==> src/rtl/bpsk_pkg.sv <==
// Shared definitions for the BPSK receive path: default geometry, derived widths,
// FSM encoding and the offset-binary to two's-complement conversion.
package bpsk_pkg;

    localparam int DEF_SAMPLE_NUMBER = 256;
    localparam int DEF_SAMPLE_WIDTH  = 12;
    localparam int DEF_DATA_WIDTH    = 12;

    localparam int PHASE_W = $clog2(DEF_SAMPLE_NUMBER);
    localparam int ACC_W   = DEF_SAMPLE_WIDTH + PHASE_W;

    typedef enum logic {
        IDLE = 1'b0,
        RUN  = 1'b1
    } state_t;

    // Subtracting midscale is the same as inverting the MSB of a width-bit code.
    function automatic logic signed [31:0] ob_to_signed(input logic [31:0] raw,
                                                        input int          width);
        logic signed [31:0] mid;
        mid = 32'sd1 <<< (width - 1);
        return $signed(raw) - mid;
    endfunction

endpackage

==> src/rtl/bpsk_correlator.sv <==
// Integrate-and-dump against the sign of the reference sine over one carrier period.
// Outputs are combinational: sum/dump describe the sample being accepted this cycle.
module bpsk_correlator
    import bpsk_pkg::*;
#(
    parameter  int SAMPLE_NUMBER = DEF_SAMPLE_NUMBER,
    parameter  int SAMPLE_WIDTH  = DEF_SAMPLE_WIDTH,
    localparam int PHASE_BITS    = $clog2(SAMPLE_NUMBER),
    localparam int ACC_BITS      = SAMPLE_WIDTH + PHASE_BITS
) (
    input  logic                       clk,
    input  logic                       srst,
    input  logic                       accept,
    input  logic                       restart,
    input  logic [SAMPLE_WIDTH-1:0]    sample,
    output logic                       dump,
    output logic signed [ACC_BITS-1:0] sum
);

    logic [PHASE_BITS-1:0]      phase_reg;
    logic [PHASE_BITS-1:0]      phase_cur;
    logic signed [ACC_BITS-1:0] acc_reg;
    logic signed [ACC_BITS-1:0] s_ext;
    logic signed [ACC_BITS-1:0] term;

    assign s_ext = ACC_BITS'(ob_to_signed(32'(sample), SAMPLE_WIDTH));

    // Reference is +1 over the first half period, so the phase MSB selects the sign.
    always_comb begin
        phase_cur = restart ? '0 : phase_reg;
        term      = phase_cur[PHASE_BITS-1] ? -s_ext : s_ext;
        sum       = (phase_cur == '0) ? term : acc_reg + term;
        dump      = accept && (phase_cur == '1);
    end

    always_ff @(posedge clk) begin
        if (srst) begin
            phase_reg <= '0;
            acc_reg   <= '0;
        end else if (accept) begin
            phase_reg <= phase_cur + 1'b1;
            acc_reg   <= sum;
        end
    end

endmodule

==> src/rtl/bpsk_demod.sv <==
// Coherent BPSK demodulator: correlator, bit decision and MSB-first word packing.
// Optional BPSK_DEMOD_SOFT_EN exposes the signed correlation sum of each decided bit.
module bpsk_demod
    import bpsk_pkg::*;
#(
    parameter  int SAMPLE_NUMBER = DEF_SAMPLE_NUMBER,
    parameter  int SAMPLE_WIDTH  = DEF_SAMPLE_WIDTH,
    parameter  int DATA_WIDTH    = DEF_DATA_WIDTH,
    localparam int ACC_BITS      = SAMPLE_WIDTH + $clog2(SAMPLE_NUMBER)
) (
    input  logic                    clk,
    input  logic                    rst,
    input  logic                    en,
    input  logic [SAMPLE_WIDTH-1:0] sample,
    input  logic                    align,
    output logic                    bit_out,
    output logic                    bit_valid,
    output logic [DATA_WIDTH-1:0]   data_out,
    output logic                    data_valid,
    output logic                    busy
`ifdef BPSK_DEMOD_SOFT_EN
    ,
    output logic signed [ACC_BITS-1:0] soft_out
`endif
);

    localparam int IDX_BITS = $clog2(DATA_WIDTH + 1);

    state_t                     state_reg, state_next;
    logic                       accept, restart, dump, decided, last_bit;
    logic signed [ACC_BITS-1:0] sum;
    logic [IDX_BITS-1:0]        bit_idx_reg;
    logic [DATA_WIDTH-1:0]      shift_reg, shift_next;
    logic [DATA_WIDTH-1:0]      data_out_reg;
    logic                       bit_out_reg, bit_valid_reg, data_valid_reg;

    assign restart = en && align;
    assign accept  = en && ((state_reg == RUN) || align);

    bpsk_correlator #(
        .SAMPLE_NUMBER(SAMPLE_NUMBER),
        .SAMPLE_WIDTH (SAMPLE_WIDTH)
    ) u_corr (
        .clk    (clk),
        .srst   (rst),
        .accept (accept),
        .restart(restart),
        .sample (sample),
        .dump   (dump),
        .sum    (sum)
    );

    always_ff @(posedge clk) begin
        if (rst) state_reg <= IDLE;
        else     state_reg <= state_next;
    end

    always_comb begin
        state_next = state_reg;
        case (state_reg)
            IDLE:    if (restart) state_next = RUN;
            RUN:     state_next = RUN;
            default: state_next = IDLE;
        endcase
    end

    always_comb begin
        busy = (state_reg == RUN);
    end

    // Non-negative sum decides 1, so an exact tie reads as a 1.
    assign decided    = ~sum[ACC_BITS-1];
    assign shift_next = DATA_WIDTH'({shift_reg, decided});
    assign last_bit   = (bit_idx_reg == IDX_BITS'(DATA_WIDTH - 1));

    // restart and dump never coincide: restart forces phase 0, dump needs the last phase.
    always_ff @(posedge clk) begin
        if (rst) begin
            bit_idx_reg    <= '0;
            shift_reg      <= '0;
            data_out_reg   <= '0;
            bit_out_reg    <= 1'b0;
            bit_valid_reg  <= 1'b0;
            data_valid_reg <= 1'b0;
        end else begin
            bit_valid_reg  <= 1'b0;
            data_valid_reg <= 1'b0;
            if (restart) begin
                bit_idx_reg <= '0;
                shift_reg   <= '0;
            end else if (dump) begin
                bit_out_reg   <= decided;
                bit_valid_reg <= 1'b1;
                shift_reg     <= shift_next;
                if (last_bit) begin
                    data_out_reg   <= shift_next;
                    data_valid_reg <= 1'b1;
                    bit_idx_reg    <= '0;
                end else begin
                    bit_idx_reg <= bit_idx_reg + 1'b1;
                end
            end
        end
    end

`ifdef BPSK_DEMOD_SOFT_EN
    logic signed [ACC_BITS-1:0] soft_reg;

    always_ff @(posedge clk) begin
        if (rst)       soft_reg <= '0;
        else if (dump) soft_reg <= sum;
    end

    assign soft_out = soft_reg;
`endif

    assign bit_out    = bit_out_reg;
    assign bit_valid  = bit_valid_reg;
    assign data_out   = data_out_reg;
    assign data_valid = data_valid_reg;

endmodule

==> config.mk <==
export PLATFORM = sky130hd
export DESIGN_NAME = bpsk_demod
export DESIGN_NICKNAME = d
export VERILOG_FILES = /design/src/rtl/bpsk_pkg.sv /design/src/rtl/bpsk_correlator.sv /design/src/rtl/bpsk_demod.sv
export SDC_FILE = /design/constraint.sdc
export NUM_CORES = 1
export LEC_CHECK = 0
export CORE_ASPECT_RATIO = 0.7
export CORE_MARGIN = 3
export CORE_UTILIZATION = 50
export DETAILED_ROUTE_END_ITERATION = 6
export HOLD_SLACK_MARGIN = 0.02
export PLACE_DENSITY = 0.72
export SYNTH_ARGS = -nofsm -noshare
export SYNTH_HDL_FRONTEND = slang
export SYNTH_SLANG_ARGS = --single-unit
==> constraint.sdc <==
create_clock -name clk -period 6.4 [get_ports clk]
set_clock_uncertainty 0.15 [all_clocks]
set_input_delay 1.92 -clock clk [delete_from_list [all_inputs] [get_ports clk]]
set_output_delay 1.92 -clock clk [all_outputs]
set_load 0.01 [all_outputs]
# After elaboration in Yosys (flattened, before gate mapping)
# Cells that the tools add are included.
# word_totals
regBits,59
wordCells,37
output_inout_bits,16
inputBits,16
# classes
reduce_logical,9
n_mux,8
n_bitwise,4
eq_ne,2
add_sub_neg,5
# ops
cell,count
20-bit two-way mux,2
20-bit adder,1
20-bit negation,1
12-bit by 12-bit subtractor with 13-bit output (second input constant),1
8-bit by 1-bit adder with 8-bit output (second input constant),1
8-bit equality test (second input constant),1
8-bit zero test,1
8-bit two-way mux,1
4-bit by 1-bit adder with 4-bit output (second input constant),1
4-bit equality test (second input constant),1
4-bit two-way mux,1
1-bit NOT,4
1-bit logical AND,3
1-bit two-way mux,3
3-bit AND reduction,1
3-bit OR reduction,1
1-bit one-hot mux with 2 select lines,1
2-bit AND reduction,1
2-bit OR reduction,1
1-bit logical OR,1

# Longest topological paths before layout
# Gate-level depths: netlist of run 1.
# depth
depth_word,6
depth_mapped,16
mapped_depth_nobuf,15

# By module
# From an unflattened synthesis of run 1, not the netlist that was laid out.
# unflattened
hier_cells,478
hier_area_um2,3951.3
# modules_own_cells
module,area_each_um2,instances,cells_per_inst,seq_area_each_um2
bpsk_correlator,2667.6,1,352,560.5
bpsk_demod,1283.7,1,126,620.6

# Least setup slack after synthesis of run 1
# OpenSTA, ideal clock, no wires.
# synth_timing
kind,input-to-reg
from,in align
to,reg u_corr.acc_reg[10]
t_required_ns,6.159
setup_slack_ns,1.208
stages,14
setup_time_ns,0.091
n_path_buf,2
arrival_ns,4.951
cell_sequence,buf_2 -> nand2_1 -> and2_1 -> clkbuf_1 -> o21ai_0 -> fa_1 -> a211o_1 -> a21oi_1 -> o21ai_0 -> a21o_1 -> and2_1 -> o21ai_0 -> mux2_2 -> a311oi_1
# synth_between
elab_chain_len,5
word_cells_on_any_way,8
cone_classes,add/sub (1); mux (3); reduce/logical (4)
# synth_lines
item,line,rtl
from (decl),bpsk_demod.sv:15,"input logic align,"
1-bit logical AND,bpsk_demod.sv:37,assign restart = en && align;
8-bit two-way mux,bpsk_correlator.sv:30,phase_cur = restart ? '0 : phase_reg;
20-bit two-way mux,bpsk_correlator.sv:31,term = phase_cur[PHASE_BITS-1] ? -s_ext : s_ext;
20-bit adder,bpsk_correlator.sv:32,sum = (phase_cur == '0) ? term : acc_reg + term;
20-bit two-way mux,bpsk_correlator.sv:32,
to (signal assigned),bpsk_correlator.sv:42,acc_reg <= sum;
to (decl),bpsk_correlator.sv:22,logic signed [ACC_BITS-1:0] acc_reg;
# Several ways; a longest one is shown, not always the timed one.
# A chain may end at the register's enable or synchronous reset.

# Final worst setup path of run 1
# layout_timing
from,in sample[6]
to,reg u_corr.acc_reg[19]
# layout_between
elab_chain_len,5
# layout_lines
item,line,rtl
from (decl),bpsk_demod.sv:14,"input logic [SAMPLE_WIDTH-1:0] sample,"
12-bit by 12-bit subtractor with 13-bit output *,bpsk_pkg.sv:22,return $signed(raw) - mid;
20-bit negation,bpsk_correlator.sv:31,
20-bit two-way mux *,bpsk_correlator.sv:31,
20-bit adder,bpsk_correlator.sv:32,
20-bit two-way mux *,bpsk_correlator.sv:32,
# Every way passes the cells marked *; elsewhere a longest branch is shown, timed or not.

==> key figures, run 1 <==
Finish
  – Max reg flops: 20
  – Fillers: 641
  – Commonest non-fill, non-tap cell in the layout: nand2_1
  – Final nets: between 500 and 600
  – Most frequent cells in the layout: nand2_1 (82), a21oi_1 (59), dfxtp_1 (59)
  – Multi-input gate area: roughly 2400 um2
  – Share of cells above drive strength 1: 7.25%
  – Area growth from synthesis to layout: 16.6%
  – # diodes: 0
  – Register area: between 1000 and 1500 um2
  – Util after Layout: around 62%

Min path
  – WHS Path Cells: 2
  – Hold Path Sink: data_out[3]
  – Hold path start: data_out[3]
  – Worst min path class: reg -> reg

Timing
  – Final setup viols: 0
  – Rel. slew slack: about a third
  – Hold Slack: 0.305 ns
  – Post-route minimum period: around 6 ns
  – F_max: 0.166 GHz
  – Setup ws final: ~0.37 ns
  – Worst-margin pin slew: approximately 1.0 ns
  – RSZ-0062 raised after global routing: false
  – Final Slew Violations: 0
  – Fin crit share: 94.2%
  – Final Hold Viols: 0
  – Setup TNS: 0 ns

GRT
  – Vias in the first global route: 3292
  – First-pass GRT wire length: 15400 um
  – GRT Overall Usage: between 20% and 30%
  – Largest net degree at the start of global routing: 26
  – GRT overflow: 0
  – Initial antenna violation count: 0

Detailed routing
  – Drt drc: 2
  – Total number of vias: around 3500
  – DRC marker count from the first detailed-route iteration: 213
  – Post-DRT Antenna Nets: 0
  – WL/cell: 15.0 um
  – TritonRoute pass-1 iters: 6
  – Detailed-route vias per instance: ~5.8
  – Post-Route WL: ~9100 um

Worst setup path
  – Data required time of the worst path: between 6 and 7 ns
  – Worst r2r src: u_corr.phase_reg[7]
  – Critical Path AT: between 6 and 7 ns
  – Crit path kind: in -> reg
  – R2R depth: 13
  – CP max FO: 7
  – Worst R2R End: u_corr.acc_reg[19]
  – Crit end category: flop
  – Startpoint types: input pin
  – Most used cell, CP: a21oi_1
  – R2r setup slk: between 2 and 3 ns
  – CP max stage delay: roughly 0.5 ns
  – Worst-path cell chain: clkdlybuf4s50_1, nor4_1, nor3b_2, a21oi_1, a21oi_2, inv_1, ha_1, a21oi_1, nand2_1, o22ai_1, a21oi_1, a221o_1, or4_1, and3_1, a21oi_2
  – Worst Setup SP: sample[6]
  – Slowest library cell on the worst path: nor4_1

Synth
  – Synth Cell Area: approximately 3700 um2
  – Top_reg_cell synth: dfxtp_1
  – #FFs+latches synth: 59
  – Yosys top cell by area: dfxtp_1
  – Area contributors post-synth: dfxtp_1 (32%), ha_1 (9.0%), nand2_1 (8.2%)
  – Synthesized netlist cell count: 480
  – Number of synthesized flops with an enable pin: 0
  – Post-Synthesis Net Count: about 520
  – Async set or reset register ratio after synthesis: 0%
  – Top cell type's share of synthesized area: a little under a third
  – Synth cell types: 60
  – Sequential area share after synthesis: 31.6%
  – Synth Warn #: 0
  – Mean post-synth cell area: 7.79 um2

Power
  – Maximum VDD drop: ~160 uV
  – Pwr dens: 233 nW/um2
  – Leakage: ~1.7 nW

CTS
  – Setup Fix Bufs, Post-CTS: 0
  – Clk_lat worst skew: 0.34 ns
  – Clock transition at path regs: 0.08 ns
  – Post-CTS sizing: 0
  – Max clock buf depth: 2
  – CTS Buf Count: 9
  – Hold_buf cts: 0
  – Sink Count: about 60
  – CTS root buf: clkbuf_8
  – H-tree depth: 3
  – CTS tree: built

Floorplan
  – Die Y: roughly 78 um
  – I/O Pins: 32
  – Starting density of the core: 53.4%
  – Num rows: 25
  – Core Box Area: approximately 7000 um2
  – Die ar.: ~8600 um2
  – Die width: roughly 110 um

Place
  – Placer Congestion: 0.897
  – Post-DP HPWL: roughly 6600 um
  – Setup slack at placement: between 0.15 and 0.2 ns
  – IO buf count: 31

Run
  – MaxCap Viol Count: 0

Status
  – Status: finished with violations
  – Failing checks: design-rule violations
==> layer usage <==
layer	GRT usage (%)	vias up	part of all wire, %
li1	-	1763	-
met1	32.2	1615	51
met2	34.8	88	43
met3	4.68	16	5.3
met4	5.35	0	1.0
met5	0	-	0
==> final cells by class <==
cell class | instances | share of cell area, %
inverters | 12 | 1.03
flip-flops and latches | 59 | 27.1
well taps | 94 | 2.70
clock inverters | 6 | 2.56
clock buffers | 10 | 3.16
repair buffers | 38 | 8.33
multi-input cells | 385 | 55.1
==> how the worst max path moves through the flow <==
stage                          to  slack (ns)  cells after the start
6_report       u_corr.acc_reg[19]        0.37                     15
5_1_grt        u_corr.acc_reg[19]        0.11                     15
4_1_cts        u_corr.acc_reg[19]        0.49                     15
3_5_place_dp   u_corr.acc_reg[19]        0.19                     15
3_3_place_gp   u_corr.acc_reg[19]        0.39                     15
2_1_floorplan  u_corr.acc_reg[10]        1.21                     14
==> cells in the mapped netlist, types with 3 or more instances <==
cell type / n
inv_1: 12
nand2b_1: 5
dfxtp_1: 59
o21a_1: 4
ha_1: 27
o211ai_1: 7
mux2i_1: 3
and2_1: 5
nor2b_1: 4
and3_1: 3
nand3_1: 8
o21bai_1: 5
a311oi_1: 11
nand2_1: 82
a21o_1: 7
nor2_1: 40
xnor2_1: 16
nor3_1: 16
nand4_1: 4
a211oi_1: 6
xor2_1: 10
clkbuf_1: 15
buf_2: 4
a21oi_1: 59
o21ai_0: 20
==> critical path: cells and delay by family <==
family / cells / cell delay [ns]
AO/OA/AOI/OAI: 7 / 1.67
adder cells (fa/ha/maj): 1 / 0.30
buffers and inverters: 2 / 0.65
AND/OR/NAND/NOR: 5 / 1.62
==> through the flow <==
step | std cells | instance area [um2] | power, mW
finish | 604 | 4360 | 1.02
global route | 604 | 4360 | 1.06
CTS | 604 | 4360 | 1.02
detailed placement | 588 | 4110 | 0.588
global placement | 588 | 4110 | 0.585
floorplan | 480 | 3740 | 0.541
==> logic make-up after synthesis <==
| family | synth area share, % |
|---|---|
| buf+inv | 4.15 |
| flops | 31.6 |
| fa+ha+maj | 9.57 |
| mux | 1.10 |
| simple gates | 23.4 |
| compound gates | 24.1 |
| xor+xnor | 6.09 |
==> where the power goes <==
group / switching, mW / total [mW] / internal (mW)
Sequential: 0.00930 / 0.388 / 0.379
Combinational: 0.115 / 0.197 / 0.0822
Clock: 0.160 / 0.430 / 0.270
No activity file was read; power rests on OpenSTA's default activity.
==> run 2, diff against run 1 <==
--- a/config.mk
+++ b/config.mk
@@ -10,7 +10,7 @@
 export CORE_UTILIZATION = 50
 export DETAILED_ROUTE_END_ITERATION = 6
 export HOLD_SLACK_MARGIN = 0.02
-export PLACE_DENSITY = 0.72
+export PLACE_DENSITY = 0.7
 export SYNTH_ARGS = -nofsm -noshare
 export SYNTH_HDL_FRONTEND = slang
 export SYNTH_SLANG_ARGS = --single-unit
==> constraint.sdc (replaced) <==
create_clock -name clk -period 6.6 [get_ports clk]
set_clock_uncertainty 0.15 [all_clocks]
set_input_delay 1.98 -clock clk [delete_from_list [all_inputs] [get_ports clk]]
set_output_delay 1.98 -clock clk [all_outputs]
set_load 0.01 [all_outputs]
==> run 2 against run 1 <==
The run now ends clean; register-to-register slack gained 0.32 ns; first-iteration DRC count down 21%; power fell by 17%; critical path depth unchanged; design area shrank 2.2%; routed wire length fell by 4.1%; largest cell class unchanged; worst hold slack worse by 0.0017 ns.
==> key figures, run 2 (synthesis gave the netlist of run 1 again) <==
Place
  – Placed cells: 587 (-0.17%)
  – Placer Congestion: 0.880 (-1.9%)
  – Setup slack at placement: 0.432 ns (+0.242 ns)
  – IO buf count: 31 (unchanged)
  – Post-DP HPWL: 6420 um (-2.6%)

Finish
  – # diodes: 0 (unchanged)
  – Max reg flops: 20 (unchanged)
  – Post-route insts no fill: 603 (-0.17%)
  – Final nets: 548 (-0.18%)
  – Area growth from synthesis to layout: 14.0%
  – Share of cells above drive strength 1: 6.68% (-0.58 points)
  – Commonest non-fill, non-tap cell in the layout: nand2_1
  – Most frequent cells in the layout: nand2_1 (82), a21oi_1 (59), dfxtp_1 (59)

Floorplan
  – Num rows: 25 (unchanged)
  – Die width: 109 um (unchanged)
  – Die Y: 78.3 um (unchanged)
  – Core Box Area: 7010 um2 (unchanged)
  – Die ar.: 8570 um2 (unchanged)
  – I/O Pins: 32 (unchanged)
  – Starting density of the core: 53.4% (unchanged)

Detailed routing
  – Met2 Routed Length: 3540 um (-9.4%)
  – Met3 WL: 474 um (-2.3%)
  – Total number of vias: 3439 (-1.2%)
  – WL/cell: 14.4 um (-3.9%)
  – Detailed-route vias per instance: 5.70 (-1.1%)
  – Max Used Layer: met4
  – Drt drc: 0 (-2)
  – Post-DRT Antenna Nets: 0 (unchanged)
  – TritonRoute pass-1 iters: 5 (-1)
  – WL met1: 4650 um (+1.3%)
  – DRC marker count from the first detailed-route iteration: 168 (-21%)
  – Post-Route WL: 8710 um (-4.1%)

Run
  – MaxCap Viol Count: 0 (unchanged)

CTS
  – H-tree depth: 3 (unchanged)
  – Sink Count: 59 (unchanged)
  – Clock transition at path regs: 0.07 ns (about the same)
  – Hold_buf cts: 0 (unchanged)
  – Setup Fix Bufs, Post-CTS: 0 (unchanged)
  – Post-CTS sizing: 0 (unchanged)
  – CTS root buf: clkbuf_8
  – CTS Buf Count: 9 (unchanged)
  – Clk_lat worst skew: 0.34 ns (about the same)
  – CTS tree: built
  – Max clock buf depth: 2 (unchanged)

Worst setup path
  – Startpoint types: input pin
  – Data required time of the worst path: 6.73 ns (+0.21 ns)
  – Crit path kind: in -> reg
  – Critical Path AT: 6.06 ns (-0.09 ns)
  – CP max FO: 7 (unchanged)
  – Worst r2r src: u_corr.phase_reg[7]
  – Crit end category: flop
  – Worst Setup SP: sample[6]

Timing
  – RSZ-0062 raised after global routing: false
  – Final Slew Violations: 0 (unchanged)
  – Final Hold Viols: 0 (unchanged)
  – Setup TNS: 0 ns (unchanged)
  – Setup ws final: 0.668 ns (+0.297 ns)
  – Rel. slew slack: 47.1% (+15 points)
  – Final setup viols: 0 (unchanged)
  – Fin crit share: 89.9%
  – F_max: roughly 0.17 GHz
  – Post-route minimum period: between 5 and 6 ns
  – Worst-margin pin slew: 0.792 ns (-0.223 ns)

GRT
  – Largest net degree at the start of global routing: 25 (-3.8%)
  – Initial antenna violation count: 0 (unchanged)
  – First-pass GRT wire length: 14900 um (-3.4%)
  – GRT Overall Usage: 21.8% (-0.79 points)
  – Vias in the first global route: 3169 (-3.7%)
  – GRT overflow: 0 (unchanged)

Status
  – Status: finished, final reports clean

Power
  – Pwr dens: 198 nW/um2 (-15%)
  – Maximum VDD drop: 102 uV (-35%)
  – Leakage: 1.63 nW (-2.9%)

Min path
  – Hold path start: data_out[10]
  – Worst min path class: reg -> reg
-- run 2: path summary, 6_finish.rpt --
kind / end / cells after the start / slack (ns)
setup / recovery: u_corr.acc_reg[19] / 15 / 0.67
hold / removal: data_out[10] / 2 / 0.30
setup reg to reg: u_corr.acc_reg[19] / 13 / 2.96
hold reg to reg: data_out[10] / 2 / 0.30
-- run 2: routing by layer --
metal  GRT usage (%)  vias up
met3            5.42        5
met1            32.7     1600
met2            31.7       80
li1                -     1754
met4            3.74        0
met5               0        -
-- run 2: area by class of cell --
cell class / count / area, um2
Clock buffer: 11 / 131
Sequential cell: 59 / 1180
Inverter: 12 / 45.0
Multi-Input combinational cell: 385 / 2400
Fill cell: 643 / 2740
Tap cell: 94 / 118
Clock inverter: 5 / 30.0
Timing Repair Buffer: 37 / 355
-- run 2: power breakdown --
group          switching (mW)  total, mW  leakage [nW]  internal, mW
combinational           0.108      0.187          1.07        0.0786
clock                   0.147      0.281        0.0791         0.134
sequential            0.00862      0.376         0.480         0.368
-- run 2: stage by stage --
step	total power [mW]	cell area, um2	util, %	hold slack [ns]
2_1_floorplan	0.524	3740	-	0.282
3_3_place_gp	0.565	4100	58.5	0.294
3_5_place_dp	0.568	4100	58.5	0.297
4_1_cts	0.851	4260	60.8	0.305
5_1_grt	0.894	4260	60.8	0.332
6_report	0.845	4260	60.8	0.303
-- run 2: critical path, cell delays in order --
cell and delay, ns:
clkdlybuf4s50_1 0.48, nor4_1 0.47, nor3b_2 0.33, a21oi_1 0.17, a21oi_2 0.38, inv_1 0.19
ha_1 0.29, a21oi_1 0.22, nand2_1 0.09, o22ai_1 0.16, a21oi_1 0.09, a221o_1 0.44
or4_1 0.48, and3_1 0.18, a21oi_2 0.10
